### src/rtl/jk_arb_pkg.sv
// jk_arb_pkg: shared JK op codes and arbiter FSM state encodings
package jk_arb_pkg;
  localparam logic [1:0] JK_HOLD = 2'b00;
  localparam logic [1:0] JK_CLR  = 2'b01;
  localparam logic [1:0] JK_SET  = 2'b10;
  localparam logic [1:0] JK_TGL  = 2'b11;
  typedef enum logic [1:0] {ST_IDLE, ST_GRANT, ST_ACK} state_t;
endpackage

### src/rtl/jk_bit_cell.sv
// jk_bit_cell: one JK flip-flop of the shared bank, updated only when en=1
// ports: clk, reset (async, active-high), en (apply op), j/k (op bits), q (state)
module jk_bit_cell
  import jk_arb_pkg::*;
(
  input  logic clk,
  input  logic reset,
  input  logic en,
  input  logic j,
  input  logic k,
  output logic q
);
  logic q_d, q_q;
  always_comb
    q_d = !en                ? q_q   :
          {j, k} == JK_SET   ? 1'b1  :
          {j, k} == JK_CLR   ? 1'b0  :
          {j, k} == JK_TGL   ? ~q_q  : q_q;
  always_ff @(posedge clk or posedge reset)
    if (reset) q_q <= 1'b0;
    else       q_q <= q_d;
  assign q = q_q;
endmodule

### src/rtl/jk_bank_arbiter.sv
// jk_bank_arbiter: round-robin arbiter sharing one JK flip-flop bank among NREQ requesters
// ports: clk, reset (async, active-high), req/op/mask per requester in,
//        gnt (one-hot grant), ack (one-cycle done pulse), q (bank state), busy (not idle)
// JK_BANK_OPCNT_EN adds op_cnt, a 16-bit wrapping count of completed ops
module jk_bank_arbiter
  import jk_arb_pkg::*;
#(
  parameter int NREQ  = 4,
  parameter int WIDTH = 8
) (
  input  logic                  clk,
  input  logic                  reset,
  input  logic [NREQ-1:0]       req,
  input  logic [2*NREQ-1:0]     op,
  input  logic [WIDTH*NREQ-1:0] mask,
  output logic [NREQ-1:0]       gnt,
  output logic [NREQ-1:0]       ack,
  output logic [WIDTH-1:0]      q,
  output logic                  busy
`ifdef JK_BANK_OPCNT_EN
  ,
  output logic [15:0]           op_cnt
`endif
);
  localparam int IW = $clog2(NREQ);
  state_t            state_q, state_d;
  logic [IW-1:0]     ptr_q, ptr_d, win_q, win_d, sel;
  logic [NREQ-1:0]   gnt_q, gnt_d, ack_q, ack_d;
  logic              upd;
  logic [1:0]        op_w;
  logic [WIDTH-1:0]  mask_w;
  assign op_w   = op[2*win_q +: 2];
  assign mask_w = mask[WIDTH*win_q +: WIDTH];
  // scan from the highest offset down so the lowest offset from ptr wins
  always_comb begin
    sel = ptr_q;
    for (int k = NREQ - 1; k >= 0; k--)
      if (req[(int'(ptr_q) + k) % NREQ]) sel = IW'((int'(ptr_q) + k) % NREQ);
  end
  always_comb begin
    state_d = state_q;
    ptr_d   = ptr_q;
    win_d   = win_q;
    gnt_d   = gnt_q;
    ack_d   = '0;
    upd     = 1'b0;
    case (state_q)
      ST_IDLE:
        if (|req) begin
          win_d   = sel;
          gnt_d   = NREQ'(1) << sel;
          state_d = ST_GRANT;
        end
      ST_GRANT: begin
        gnt_d   = '0;
        state_d = ST_IDLE;
        // a withdrawn request aborts: no update, no ack, pointer kept
        if (req[win_q]) begin
          upd        = 1'b1;
          ack_d      = NREQ'(1) << win_q;
          ptr_d      = win_q == IW'(NREQ - 1) ? '0 : win_q + 1'b1;
          state_d    = ST_ACK;
        end
      end
      ST_ACK:  state_d = ST_IDLE;
      default: state_d = ST_IDLE;
    endcase
  end
  always_ff @(posedge clk or posedge reset)
    if (reset) begin
      state_q <= ST_IDLE;
      ptr_q   <= '0;
      win_q   <= '0;
      gnt_q   <= '0;
      ack_q   <= '0;
    end else begin
      state_q <= state_d;
      ptr_q   <= ptr_d;
      win_q   <= win_d;
      gnt_q   <= gnt_d;
      ack_q   <= ack_d;
    end
  for (genvar b = 0; b < WIDTH; b++) begin : g_bank
    jk_bit_cell u_cell (
      .clk   (clk),
      .reset (reset),
      .en    (upd & mask_w[b]),
      .j     (op_w[1]),
      .k     (op_w[0]),
      .q     (q[b])
    );
  end
  assign gnt  = gnt_q;
  assign ack  = ack_q;
  assign busy = state_q != ST_IDLE;
`ifdef JK_BANK_OPCNT_EN
  logic [15:0] cnt_q, cnt_d;
  always_comb cnt_d = upd ? cnt_q + 16'd1 : cnt_q;
  always_ff @(posedge clk or posedge reset)
    if (reset) cnt_q <= '0;
    else       cnt_q <= cnt_d;
  assign op_cnt = cnt_q;
`endif
endmodule

### config.mk
export PLATFORM = sky130hd
export DESIGN_NAME = jk_bank_arbiter
export DESIGN_NICKNAME = d
export VERILOG_FILES = /design/src/rtl/jk_arb_pkg.sv /design/src/rtl/jk_bit_cell.sv /design/src/rtl/jk_bank_arbiter.sv
export SDC_FILE = /design/constraint.sdc
export NUM_CORES = 1
export LEC_CHECK = 0
export BUFFER_PORTS_ARGS = -buffer_cell sky130_fd_sc_hd__buf_2
export CAP_MARGIN = 20
export CORE_UTILIZATION = 41
export DETAILED_ROUTE_END_ITERATION = 16
export GPL_TIMING_DRIVEN = 1
export PLACE_DENSITY = 0.75
export SYNTH_ARGS = -nofsm -noshare
export SYNTH_HDL_FRONTEND = slang
export SYNTH_HIERARCHICAL = 1
export SYNTH_SLANG_ARGS = --single-unit
### constraint.sdc
create_clock -name clk -period 1.64 [get_ports clk]
set_input_delay 0.164 -clock clk [delete_from_list [all_inputs] [get_ports clk]]
set_output_delay 0.164 -clock clk [all_outputs]
set_load 0.005 [all_outputs]
# ---- Word-level counts from Yosys, hierarchy flattened
# Index checks and enable logic that the tools add are counted.
dict set report op_classes {
  addsub 4
  order_cmp 5
  n_eq_ne 6
  shift 4
  muxes 51
  bitwise 19
  reduce_logical 19
}
# cell count
set ops {}
lappend ops {{$mux 1} 34}
lappend ops {{$shiftx 32x6->8} 1}
lappend ops {{$reduce_and 2->1} 11}
lappend ops {{$mux 2} 7}
lappend ops {{$lt 3x4->1 const B} 3}
lappend ops {{$mux 4} 3}
lappend ops {{$bmux 1 s2} 5}
lappend ops {{$and 1x1->1} 8}
lappend ops {{$not 1->1} 8}
lappend ops {{$pmux 4 s2} 1}
lappend ops {{$shiftx 8x4->2} 1}
lappend ops {{$shl 1x2->4 const A} 2}
lappend ops {{$eq 2x2->1 const B} 3}
lappend ops {{$lt 2x3->1 const B} 2}
lappend ops {{$reduce_or 2->1} 3}
lappend ops {{$add 2x1->2 const B} 2}
lappend ops {{$add 2x2->2 const B} 2}
lappend ops {{$eq 2x1->1 const B} 2}
lappend ops {{$pmux 2 s2} 1}
lappend ops {{$reduce_bool 2->1} 2}
lappend ops {{$reduce_or 4->1} 1}
lappend ops {{$and 1x1->1 const A} 3}
lappend ops {{$reduce_bool 3->1} 1}
lappend ops {{$logic_not 2->1} 1}
lappend ops {{$ne 2x2->1 const B} 1}
dict set report totals {
  register_bits 22
  word_cells 121
}

# ---- Logic depth before layout (Yosys ltp)
dict set report depth {
  depth_word 13
  mapped_depth 7
  mapped_depth_nobuf 5
}

# ---- By module
# The synthesis kept the hierarchy.
# mod n_inst cells_per_inst area_per_inst_um2
set modules_own_cells {}
lappend modules_own_cells {jk_bank_arbiter 1 83 1021.0}
lappend modules_own_cells {jk_bit_cell 8 4 40.0}

# ---- Least setup slack after synthesis
# Ideal clock, no wire load.
dict set report synth_timing {
  path_kind {flip-flop to flip-flop}
  start {register win_q[0]}
  end {register g_bank[0].u_cell.q_q}
  setup_ns 0.129
  arrival_time_ns 1.611
  required_time_ns 1.511
  slack_ns -0.100
  path_stages_with_launch 7
  path_buffers 2
  cell_sequence {dfrtp_1 buf_2 buf_2 mux4_2 nor2b_1 a21oi_1 a31oi_1}
}
dict set report synth_between {
  elab_chain_cells 6
}
# element line
set synth_lines {}
lappend synth_lines {{start, declared} jk_bank_arbiter.sv:27} ;# logic [IW-1:0] ptr_q, ptr_d, win_q, win_d, sel;
lappend synth_lines {{start signal, assigned} jk_bank_arbiter.sv:79} ;# win_q <= win_d;
lappend synth_lines {{parallel branches: the longest is 6 deep, another holds $shiftx 32x6->8} -}
lappend synth_lines {{end signal, assigned} jk_bit_cell.sv:21} ;# else q_q <= q_d;
lappend synth_lines {{end, declared} jk_bit_cell.sv:13} ;# logic q_d, q_q;
# Several ways; the timed one is not identified. The select of a mux whose other input is x is not followed.
# A chain may end at the register's enable or synchronous reset.

# ---- Worst setup path after layout
dict set report layout_timing {
  start {register win_q[0]}
  end {register g_bank[2].u_cell.q_q}
}
# element line
set layout_lines {}
lappend layout_lines {{$shiftx 8x4->2 *} jk_bank_arbiter.sv:32} ;# assign op_w = op[2*win_q +: 2];
lappend layout_lines {{via op_w[1]} jk_bank_arbiter.sv:30} ;# logic [1:0] op_w;
lappend layout_lines {{$eq 2x2->1 (tied with other cells)} jk_bit_cell.sv:18} ;# {j, k} == JK_TGL ? ~q_q : q_q;
lappend layout_lines {{$reduce_bool 3->1 (no line) / $mux 1 (equally long branches)} -}
lappend layout_lines {{$reduce_and 2->1 (no line) / $mux 1 (equally long branches)} -}
lappend layout_lines {{end signal, assigned} jk_bit_cell.sv:21}
lappend layout_lines {{end, declared} jk_bit_cell.sv:13}
# Mark *: on every way through the listed nets, which the timed path passes. The rest lies on a longest branch. The select of a mux whose other input is x is not followed.

==> impl_metrics.env <==
export IMPL_io_pins=63
export IMPL_reg2reg_slack_ns=0.04
export IMPL_relSlewSlack_pct=64.3
export IMPL_fin_setup_tns_ns=0
export IMPL_synth_area_leaders="dfrtp_1 (41%), mux4_2 (17%), nor2b_1 (4.7%)"
export IMPL_yosys_warnings=6
export IMPL_route_detailed_drc=0
export IMPL_antenna_found_initial=0
export IMPL_syn_inst=115
export IMPL_regArea_sq_um=552
export IMPL_powerDensity_nw_per_um2=1700
export IMPL_cap_violations=0
export IMPL_dp_hpwl_microns=2610
export IMPL_core_sq_um=3080
export IMPL_pwr_share_seq_pct=31.1
export IMPL_diodes=0
export IMPL_h_tree_depth=1
export IMPL_drive_gt1_share_pct=51.9
export IMPL_crit_end="g_bank[2].u_cell/q"
export IMPL_clk_latency_ns=0.31
export IMPL_end_kind="flip-flop"
export IMPL_leakagePower_uw=0.000905
export IMPL_post_route_min_period_ns=1.60
export IMPL_cts_buffer_depth=2
export IMPL_stdcell_area_sq_um=1820
export IMPL_routabilityCongestion=0.785
export IMPL_wl_per_cell_microns=14.8
export IMPL_grt_pass1_wl_microns=5170
export IMPL_p_int_uw=1960
export IMPL_drt_initial_drc_count=59
export IMPL_switchingPower_uw=1140
export IMPL_worstPathRequired_ns=1.83
export IMPL_ir_drop_mv=0.903
export IMPL_port_buffers=62
export IMPL_synth_cell_types=34
export IMPL_tightest_slew_ns=0.535
export IMPL_fp_dieH_microns=59.2
export IMPL_fillers=280
export IMPL_via_per_inst=5.26
export IMPL_grt_pass1_vias=1216
export IMPL_avgSynthCellArea_sq_um=11.7
export IMPL_power_total_uw=3100
export IMPL_maxSlewViolCount=0
export IMPL_synth_top_cell_by_area="dfrtp_1"
export IMPL_first_pass_iters=4
export IMPL_clk_pin_slew_worst_paths_ns=0.13
export IMPL_cts_tree="yes"
export IMPL_timing_critical_path_arrival_ns=1.79
export IMPL_gr_total_overflow=0
export IMPL_grt_max_degree=15
export IMPL_status="completed"
export IMPL_grt_usage_pct=19.8
export IMPL_clkPwrFrac_pct=13.4
export IMPL_multi_input_area_sq_um=718
export IMPL_wl_microns=3320
export IMPL_fin_crit_sh_pct=97.6
export IMPL_swShare_pct=36.9
export IMPL_synth_nets=165
export IMPL_worstSetupPathType="reg2reg"
export IMPL_crit_start="win_q[0]"
export IMPL_layout_nets=232
export IMPL_timing_rr_end="g_bank[2].u_cell/q"
export IMPL_cp_max_fo=8
export IMPL_setup_viol=0
export IMPL_syn_area_sq_um=1340
export IMPL_fin_skew_ns=0.0121
export IMPL_finalHoldViolCount=0
export IMPL_ant_nets=0
export IMPL_fp_dieW_microns=59.2
export IMPL_r2r_cells=4
export IMPL_placed_cell_area_sq_um=1720
export IMPL_yosysTopAreaCellShare_pct=41.0
export IMPL_die_area_sq_um=3500
export IMPL_hold_class="in2async"
export IMPL_area_delta_synth_final_pct=35.6
export IMPL_timing_fmax_mhz=625
export IMPL_ys_seq_elements=22
export IMPL_num_vias=1183
export IMPL_comb_power_share_pct=55.5
export IMPL_clockRootBuffer="clkbuf_4"
export IMPL_r2r_start="win_q[0]"
export IMPL_rsz0062_at_grt="yes"
export IMPL_startpoint_type="flip-flop"
export IMPL_rows=20
export IMPL_clkSinkCount=22
export IMPL_initial_core_util_pct=43.6
export IMPL_yosysSeqAreaShare_pct=41.0
export IMPL_cts_made_buffers=3
## critical path, cell delays in order (launching register included)
cell	delay, ns
dfrtp_2	0.46
buf_12	0.15
mux4_2	0.61
a21oi_1	0.20
a31oi_1	0.07
## what timing repair did
| action | CTS | global route |
|---|---|---|
| endpoints found under the hold margin | 22 | 0 |
| setup endpoints to repair | 0 | 12 |
| buffers inserted | 0 | 0 |
| resized for setup | 0 | 4 |
| hold buffers | 1 | 0 |
## final cells by class
type / count / area share (%)
clock buffer: 3 / 1.24
multi-input combinational: 75 / 39.5
tap: 44 / 3.03
clock inverter: 1 / 1.65
inverter: 13 / 2.68
sequential: 22 / 30.3
timing repair buffer: 67 / 21.6
## how the worst min path moves through the flow
stage / endpoint / slack, ns / cells after the start / from
floorplan: g_bank[0].u_cell/q / -0.11 / 1 / reset
global placement: g_bank[6].u_cell/q / 0.08 / 2 / reset
detailed placement: g_bank[7].u_cell/q / 0.08 / 2 / reset
CTS: g_bank[7].u_cell/q / 0.27 / 3 / reset
global route: g_bank[1].u_cell/q / 0.28 / 3 / reset
finish: g_bank[4].u_cell/q / 0.29 / 3 / reset
## Yosys cell counts (all sizes together)
cell / instances
dfrtp: 22
inv: 13
mux4: 11
nor2b: 11
a21oi: 9
a31oi: 8
buf: 5
and2: 4
ha: 4
nor3: 3
a32o: 2
mux2: 2
nand2: 2
nand2b: 2
nor4: 2
o31ai: 2
or2: 2
a211oi: 1
a21o: 1
and2b: 1
and3: 1
and3b: 1
nand3: 1
nor2: 1
o21a: 1
o21ai: 1
o21ba: 1
or4: 1
## power groups by stage
stage	logic, uW	registers (uW)	clock network, uW
after floorplan	1130	950	0
after global placement	1570	942	0
after detailed placement	1630	957	0
after CTS	1630	948	425
after global routing	1890	1000	453
final	1720	963	417
## cells in the final DEF, fill, tap and decap left out, types with 2 or more instances in the layout
cell,netlist,layout
dfrtp_1,22,21
a21oi_1,9,9
a32o_1,2,2
inv_2,2,2
clkbuf_4,0,3
buf_2,3,62
inv_1,11,11
nor3_1,3,3
mux4_2,10,11
ha_1,4,4
nor2b_1,10,10
o31ai_1,2,2
a31oi_1,8,8
nand2_1,2,2
and2_1,4,4
buf_12,0,2
mux2_2,2,2
## sequential cells by signal, summed over array words and instances (netlist names)
signal / flops
ptr_q: 2
gnt: 4
ack: 4
g_bank.u_cell/q: 8
state_q: 2
win_q: 2
## metal layers
metal  up-vias  track usage [%]  wire length [microns]
met5         -                0                      0
met1       575             23.2                   1260
met3         6             5.02                    219
met2        49             35.0                   1800
met4         0             7.14                     42
li1        553                -                      -
## cell families after synthesis
group / after synthesis / share of synthesized area [%]
buffers and inverters: 18 / 5.88
multiplexers: 13 / 20.4
flip-flops: 22 / 41.0
AND/OR/NAND/NOR: 32 / 16.4
AO/OA/AOI/OAI: 26 / 12.5
adder cells (fa/ha/maj): 4 / 3.73
## per-stage QoR
stage	hold WS [ns]	util, %	cells	worst slack, ns
after floorplan	-0.107	-	115	0.0195
after global placement	0.0767	56.0	219	0.0653
after detailed placement	0.0756	56.0	219	0.0226
after CTS	0.269	58.0	224	0.00622
after global routing	0.282	59.1	225	-0.0290
final	0.290	59.1	225	0.0400
Note: power is estimated with default switching activity, not from simulation.
